$ cat config.mk
export PLATFORM = sky130hd
export DESIGN_NAME = decode_stage_flat
export DESIGN_NICKNAME = d
export VERILOG_FILES = /design/src/rtl/decode_stage_if.sv /design/src/rtl/decode_stage.sv /design/src/flat_wrapper.sv
export SDC_FILE = /design/constraint.sdc
export NUM_CORES = 2
export LEC_CHECK = 0
export CORE_MARGIN = 2
export CORE_UTILIZATION = 40
export DETAILED_ROUTE_END_ITERATION = 10
export PLACE_DENSITY = 0.65
export SLEW_MARGIN = 20
export SYNTH_ARGS = -nofsm -noshare
export SYNTH_HDL_FRONTEND = slang
export SYNTH_SLANG_ARGS = --single-unit
$ cat constraint.sdc
create_clock -name clk -period 6.5 [get_ports clk]
set_input_delay 1.3 -clock clk [delete_from_list [all_inputs] [get_ports clk]]
set_output_delay 1.3 -clock clk [all_outputs]
set_load 0.01 [all_outputs]
$ cat src/rtl/decode_stage_if.sv
// Handshake, decoded-operand and writeback signals of the decode stage.
// master = instruction source / ALU / writeback side, slave = decode_stage.
interface decode_stage_if;
  logic        in_valid;
  logic        in_ready;
  logic [31:0] instr;
  logic        out_valid;
  logic        out_ready;
  logic [5:0]  opcode;
  logic [5:0]  funct;
  logic [31:0] busA;
  logic [31:0] busB;
  logic [4:0]  dest;
  logic        wb_en;
  logic [4:0]  wb_addr;
  logic [31:0] wb_data;

  modport master (
    output in_valid, instr, out_ready, wb_en, wb_addr, wb_data,
    input  in_ready, out_valid, opcode, funct, busA, busB, dest
  );

  modport slave (
    input  in_valid, instr, out_ready, wb_en, wb_addr, wb_data,
    output in_ready, out_valid, opcode, funct, busA, busB, dest
  );
endinterface

$ cat src/rtl/decode_stage.sv
// MIPS decode stage: 32x32 register file, operand fetch and a one-deep output
// register with valid/ready handshake. Optional macro REGFILE_BYPASS_EN forwards same-cycle writeback.
module decode_stage (
  input  logic                 clk,
  input  logic                 rst,
  decode_stage_if.slave        bus
);
  localparam logic [5:0] OP_RTYPE = 6'b000000;
  localparam logic [5:0] OP_ADDI  = 6'b001000;

  logic [31:0] r_regs [0:31];
  logic        r_out_valid;
  logic [5:0]  r_opcode;
  logic [5:0]  r_funct;
  logic [31:0] r_busa;
  logic [31:0] r_busb;
  logic [4:0]  r_dest;

  logic        w_in_ready;
  logic        w_accept;
  logic        w_wb_live;
  logic [5:0]  w_opcode;
  logic [5:0]  w_funct;
  logic [4:0]  w_rs;
  logic [4:0]  w_rt;
  logic [4:0]  w_rd;
  logic [15:0] w_imm;
  logic        w_byp_rs;
  logic        w_byp_rt;
  logic [31:0] w_rs_val;
  logic [31:0] w_rt_val;
  logic [31:0] w_busb;
  logic [4:0]  w_dest;

  function automatic logic [31:0] sign_ext16(input logic [15:0] v);
    return {{16{v[15]}}, v};
  endfunction

  assign w_in_ready = !r_out_valid || bus.out_ready;
  assign w_accept   = bus.in_valid && w_in_ready;
  assign w_wb_live  = bus.wb_en && (bus.wb_addr != 5'd0);

  assign w_opcode = bus.instr[31:26];
  assign w_rs     = bus.instr[25:21];
  assign w_rt     = bus.instr[20:16];
  assign w_rd     = bus.instr[15:11];
  assign w_imm    = bus.instr[15:0];
  assign w_funct  = bus.instr[5:0];

`ifdef REGFILE_BYPASS_EN
  assign w_byp_rs = w_wb_live && (bus.wb_addr == w_rs);
  assign w_byp_rt = w_wb_live && (bus.wb_addr == w_rt);
`else
  assign w_byp_rs = 1'b0;
  assign w_byp_rt = 1'b0;
`endif

  // Operand A read port, with optional writeback forwarding
  always_comb begin
    w_rs_val = 32'd0;
    if (w_byp_rs) begin
      w_rs_val = bus.wb_data;
    end else if (w_rs != 5'd0) begin
      w_rs_val = r_regs[w_rs];
    end else begin
      w_rs_val = 32'd0;
    end
  end

  // Operand B read port, with optional writeback forwarding
  always_comb begin
    w_rt_val = 32'd0;
    if (w_byp_rt) begin
      w_rt_val = bus.wb_data;
    end else if (w_rt != 5'd0) begin
      w_rt_val = r_regs[w_rt];
    end else begin
      w_rt_val = 32'd0;
    end
  end

  // Select operand B and destination from the opcode class
  always_comb begin
    w_busb = w_rt_val;
    w_dest = 5'd0;
    case (w_opcode)
      OP_RTYPE: begin
        w_busb = w_rt_val;
        w_dest = w_rd;
      end
      OP_ADDI: begin
        w_busb = sign_ext16(w_imm);
        w_dest = w_rt;
      end
      default: begin
        w_busb = w_rt_val;
        w_dest = 5'd0;
      end
    endcase
  end

  // Register file: cleared by reset, register 0 is never written
  always_ff @(posedge clk) begin
    if (rst) begin
      for (int i = 0; i < 32; i++) begin
        r_regs[i] <= 32'd0;
      end
    end else if (w_wb_live) begin
      r_regs[bus.wb_addr] <= bus.wb_data;
    end
  end

  // Output register: load on accept, drop valid when consumed, hold on stall
  always_ff @(posedge clk) begin
    if (rst) begin
      r_out_valid <= 1'b0;
      r_opcode    <= 6'd0;
      r_funct     <= 6'd0;
      r_busa      <= 32'd0;
      r_busb      <= 32'd0;
      r_dest      <= 5'd0;
    end else if (w_accept) begin
      r_out_valid <= 1'b1;
      r_opcode    <= w_opcode;
      r_funct     <= w_funct;
      r_busa      <= w_rs_val;
      r_busb      <= w_busb;
      r_dest      <= w_dest;
    end else if (bus.out_ready) begin
      r_out_valid <= 1'b0;
    end
  end

  assign bus.in_ready  = w_in_ready;
  assign bus.out_valid = r_out_valid;
  assign bus.opcode    = r_opcode;
  assign bus.funct     = r_funct;
  assign bus.busA      = r_busa;
  assign bus.busB      = r_busb;
  assign bus.dest      = r_dest;
endmodule

$ cat src/flat_wrapper.sv
// flat-port wrapper written by rule: the top's interface ports become plain ports
module decode_stage_flat 
  (clk, rst, bus_in_valid, bus_instr, bus_out_ready, bus_wb_en, bus_wb_addr, bus_wb_data, bus_in_ready, bus_out_valid, bus_opcode, bus_funct, bus_busA, bus_busB, bus_dest);
  decode_stage_if bus_i ();
  input  logic clk;
  input  logic rst;
  input wire logic [$bits(bus_i.in_valid)-1:0] bus_in_valid;
  input wire logic [$bits(bus_i.instr)-1:0] bus_instr;
  input wire logic [$bits(bus_i.out_ready)-1:0] bus_out_ready;
  input wire logic [$bits(bus_i.wb_en)-1:0] bus_wb_en;
  input wire logic [$bits(bus_i.wb_addr)-1:0] bus_wb_addr;
  input wire logic [$bits(bus_i.wb_data)-1:0] bus_wb_data;
  output wire logic [$bits(bus_i.in_ready)-1:0] bus_in_ready;
  output wire logic [$bits(bus_i.out_valid)-1:0] bus_out_valid;
  output wire logic [$bits(bus_i.opcode)-1:0] bus_opcode;
  output wire logic [$bits(bus_i.funct)-1:0] bus_funct;
  output wire logic [$bits(bus_i.busA)-1:0] bus_busA;
  output wire logic [$bits(bus_i.busB)-1:0] bus_busB;
  output wire logic [$bits(bus_i.dest)-1:0] bus_dest;
  assign bus_i.in_valid = bus_in_valid;
  assign bus_i.instr = bus_instr;
  assign bus_i.out_ready = bus_out_ready;
  assign bus_i.wb_en = bus_wb_en;
  assign bus_i.wb_addr = bus_wb_addr;
  assign bus_i.wb_data = bus_wb_data;
  assign bus_in_ready = bus_i.in_ready;
  assign bus_out_valid = bus_i.out_valid;
  assign bus_opcode = bus_i.opcode;
  assign bus_funct = bus_i.funct;
  assign bus_busA = bus_i.busA;
  assign bus_busB = bus_i.busB;
  assign bus_dest = bus_i.dest;
  decode_stage u_core (.clk(clk), .rst(rst), .bus(bus_i));
endmodule
==> results.json <==
{
  "status": "finished clean",
  "vias_per_cell": 6.346,
  "async_flop_share": 0,
  "cts_sinks": 1106,
  "fin_ws_ns": 2.547,
  "portBuffers": 156,
  "startpoint_type": "input pin",
  "dr.pass1.iters": 6,
  "yosysSeqAreaShare": 0.5645,
  "synth_top_area_frac": 0.5359,
  "tightest_slew_ns": 1.213,
  "clkTransAtPathRegs_ns": 0.06,
  "synth_commonest_cells": "edfxtp_1, and2_1, mux4_2",
  "rsz0062_at_grt": "false",
  "drive_gt1_frac": 0.1833,
  "dp_hpwl_um": 122300,
  "place_ws_ns": 1.831,
  "start_util": 0.4043,
  "core-area_mm2": 0.1419,
  "slew-limit-headroom": 0.1913,
  "peakVddDrop_mv": 0.2217,
  "min_path_type": "register to register",
  "period_needed_ns": 3.954,
  "hold_buffers": 0,
  "fin_area_mm2": 0.06474,
  "setup_viol": 0,
  "worstHoldStart": "u_core.bus.opcode[3]",
  "fillers": 12310,
  "rows": 138,
  "clkLatencyLatePin_ns": 0.74,
  "drv_slew": 0,
  "synth-edff-count": 1024,
  "synth_area_mm2": 0.05738,
  "power_leakage_nw": 22.66,
  "cts_buffer_depth": 3,
  "area_delta_synth_final_pct": 12.83,
  "yosys.area.top_type": "edfxtp_1",
  "die_h_um": 382.8,
  "grt_use_total": 0.2737,
  "ys_seq_elements": 1106,
  "synth_cell_types": 49,
  "nNetsFinal": 4082,
  "dieWidth_um": 382.8,
  "cts_tree": "built",
  "crit_path_end_kind": "register",
  "max_cap_viol_count": 0,
  "yosys-top-cells-area": "edfxtp_1, mux4_2, and2_1",
  "powerDensity_mw_per_mm2": 270.4,
  "cts_resized": 0,
  "fin_util": 0.4562,
  "htreeDepth": 3,
  "clock_skew_ns": 0.02858,
  "postCtsSetupRepairBufs": 0,
  "synth_most_common_cell": "edfxtp_1",
  "avgSynthCellArea_um2": 14.32,
  "place_congestion": 0.8755,
  "arrival_ns": 4.30,
  "gr-total-overflow": 0,
  "cts_made_buffers": 114,
  "wl_per_cell_um": 34.07,
  "synth_warnings": 0,
  "vias": 38090,
  "antenna_left": 0,
  "critPathLaunch": "bus_wb_addr[3]",
  "antenna_found_initial": 18,
  "hold_depth": 2,
  "fmax_mhz": 252.9,
  "r2r_slack_ns": 3.85,
  "hold_viol_final": 0,
  "timing.rr.end": "u_core.bus.busA[21]",
  "drc": 0,
  "ios": 157,
  "regToRegStartpoint": "u_core.bus.out_valid",
  "grt_pass1_wl_um": 283500,
  "tns_ns": 0,
  "fin_crit_sh": 0.6082,
  "wl_um": 204500,
  "place_area_mm2": 0.06080,
  "grt_max_degree": 129,
  "r2r_cells": 6,
  "syn_inst": 4007,
  "die-area_mm2": 0.1465,
  "drt-initial-drc-count": 5885,
  "hold_end": "u_core.bus.opcode[3]",
  "worstPathRequired_ns": 6.85,
  "grt_pass1_vias": 36900,
  "synth_flop_cell": "edfxtp_1",
  "clock-root-buffer": "clkbuf_16",
  "worstSetupPathType": "input pin to register",
  "cp_max_fo": 33
}
## logic make-up (layout without fill, tap and decap cells)
group,Yosys count,count (layout),synth area share
other,1,37,0.00006535
AO/OA/AOI/OAI,443,443,0.05632
flip-flops,1106,1106,0.5645
AND/OR/NAND/NOR,1348,1348,0.1389
multiplexers,687,687,0.2071
buffers and inverters,422,491,0.03317
## cell type report
class | instances | area [um^2] | area share
clock inverters | 69 | 808.3 | 0.01248
diodes | 5 | 12.51 | 0.0001933
clock buffers | 146 | 3127 | 0.04830
well taps | 1890 | 2365 | 0.03653
flip-flops and latches | 1106 | 32390 | 0.5003
inverters | 3 | 11.26 | 0.0001739
multi-input cells | 2510 | 23520 | 0.3632
repair buffers | 273 | 2512 | 0.03881
## worst max-delay path by stage
stage	slack [ns]	to
2_1_floorplan	3.42	u_core.bus.busB[14]
3_3_place_gp	1.88	u_core.r_regs[28][7]
3_5_place_dp	1.83	u_core.r_regs[28][7]
4_1_cts	2.60	u_core.r_regs[28][5]
5_1_grt	2.46	u_core.r_regs[3][22]
6_report	2.55	u_core.r_regs[28][5]
## state kept, by name, indices dropped and copies added, names as in the netlist
name	flops
u_core.bus.out_valid	1
u_core.r_regs	1024
u_core.bus.opcode	6
u_core.bus.busB	32
u_core.bus.dest	5
u_core.bus.busA	32
u_core.bus.funct	6
## through the flow
| step | hold slack (ns) | std cells | total power [mW] |
|---|---|---|---|
| after global routing | 0.4826 | 5997 | 17.87 |
| after detailed placement | 0.4463 | 5781 | 10.57 |
| after floorplan | 0.4805 | 4038 | 9.673 |
| after CTS | 0.4551 | 5996 | 17.48 |
| final | 0.4517 | 6002 | 17.51 |
| after global placement | 0.4431 | 5781 | 10.54 |
## power by group
group / leakage (nW) / switching [mW] / internal (mW)
combinational: 10.3 / 1.21 / 0.813
clock: 1.91 / 2.94 / 4.10
sequential: 10.4 / 0.263 / 8.18
total: 22.7 / 4.41 / 13.1
## critical path, stage by stage
cell             delay, ns
clkdlybuf4s50_1       0.66
or3_1                 0.42
nand4bb_1             0.16
buf_4                 0.23
nor2_4                0.10
buf_4                 0.42
or2_2                 0.95
## cells in the final DEF (no fill, tap or decap), types with 11 or more instances in the layout
master,instances
edfxtp_1,1024
and2_1,993
mux4_2,357
mux2i_1,295
clkdlybuf4s50_1,133
o221ai_1,128
clkbuf_16,117
a21oi_1,112
buf_4,109
dfxtp_1,82
nor2_1,76
o22ai_1,74
nand2_1,60
nor3_1,40
nor2_4,33
mux4_1,33
or2_2,32
nor4_1,32
a211o_1,32
conb_1,32
clkbuf_1,20
clkinv_1,20
nand2b_1,18
bufinv_16,18
clkinv_2,18
o21bai_1,16
nand3_1,15
buf_2,15
nor2b_1,14
a211oi_1,14
a221oi_1,12
buf_12,11
## layer usage
layer | routed length [um] | part of all wire | track usage | vias to the layer above
li1 | - | - | - | 15390
met1 | 78500 | 0.38 | 0.3728 | 19720
met2 | 92400 | 0.45 | 0.4152 | 2522
met3 | 23390 | 0.11 | 0.06421 | 450
met4 | 10120 | 0.050 | 0.1269 | 10
met5 | 56 | 0.00027 | 0 | -
No activity file was read; power rests on OpenSTA's default activity.
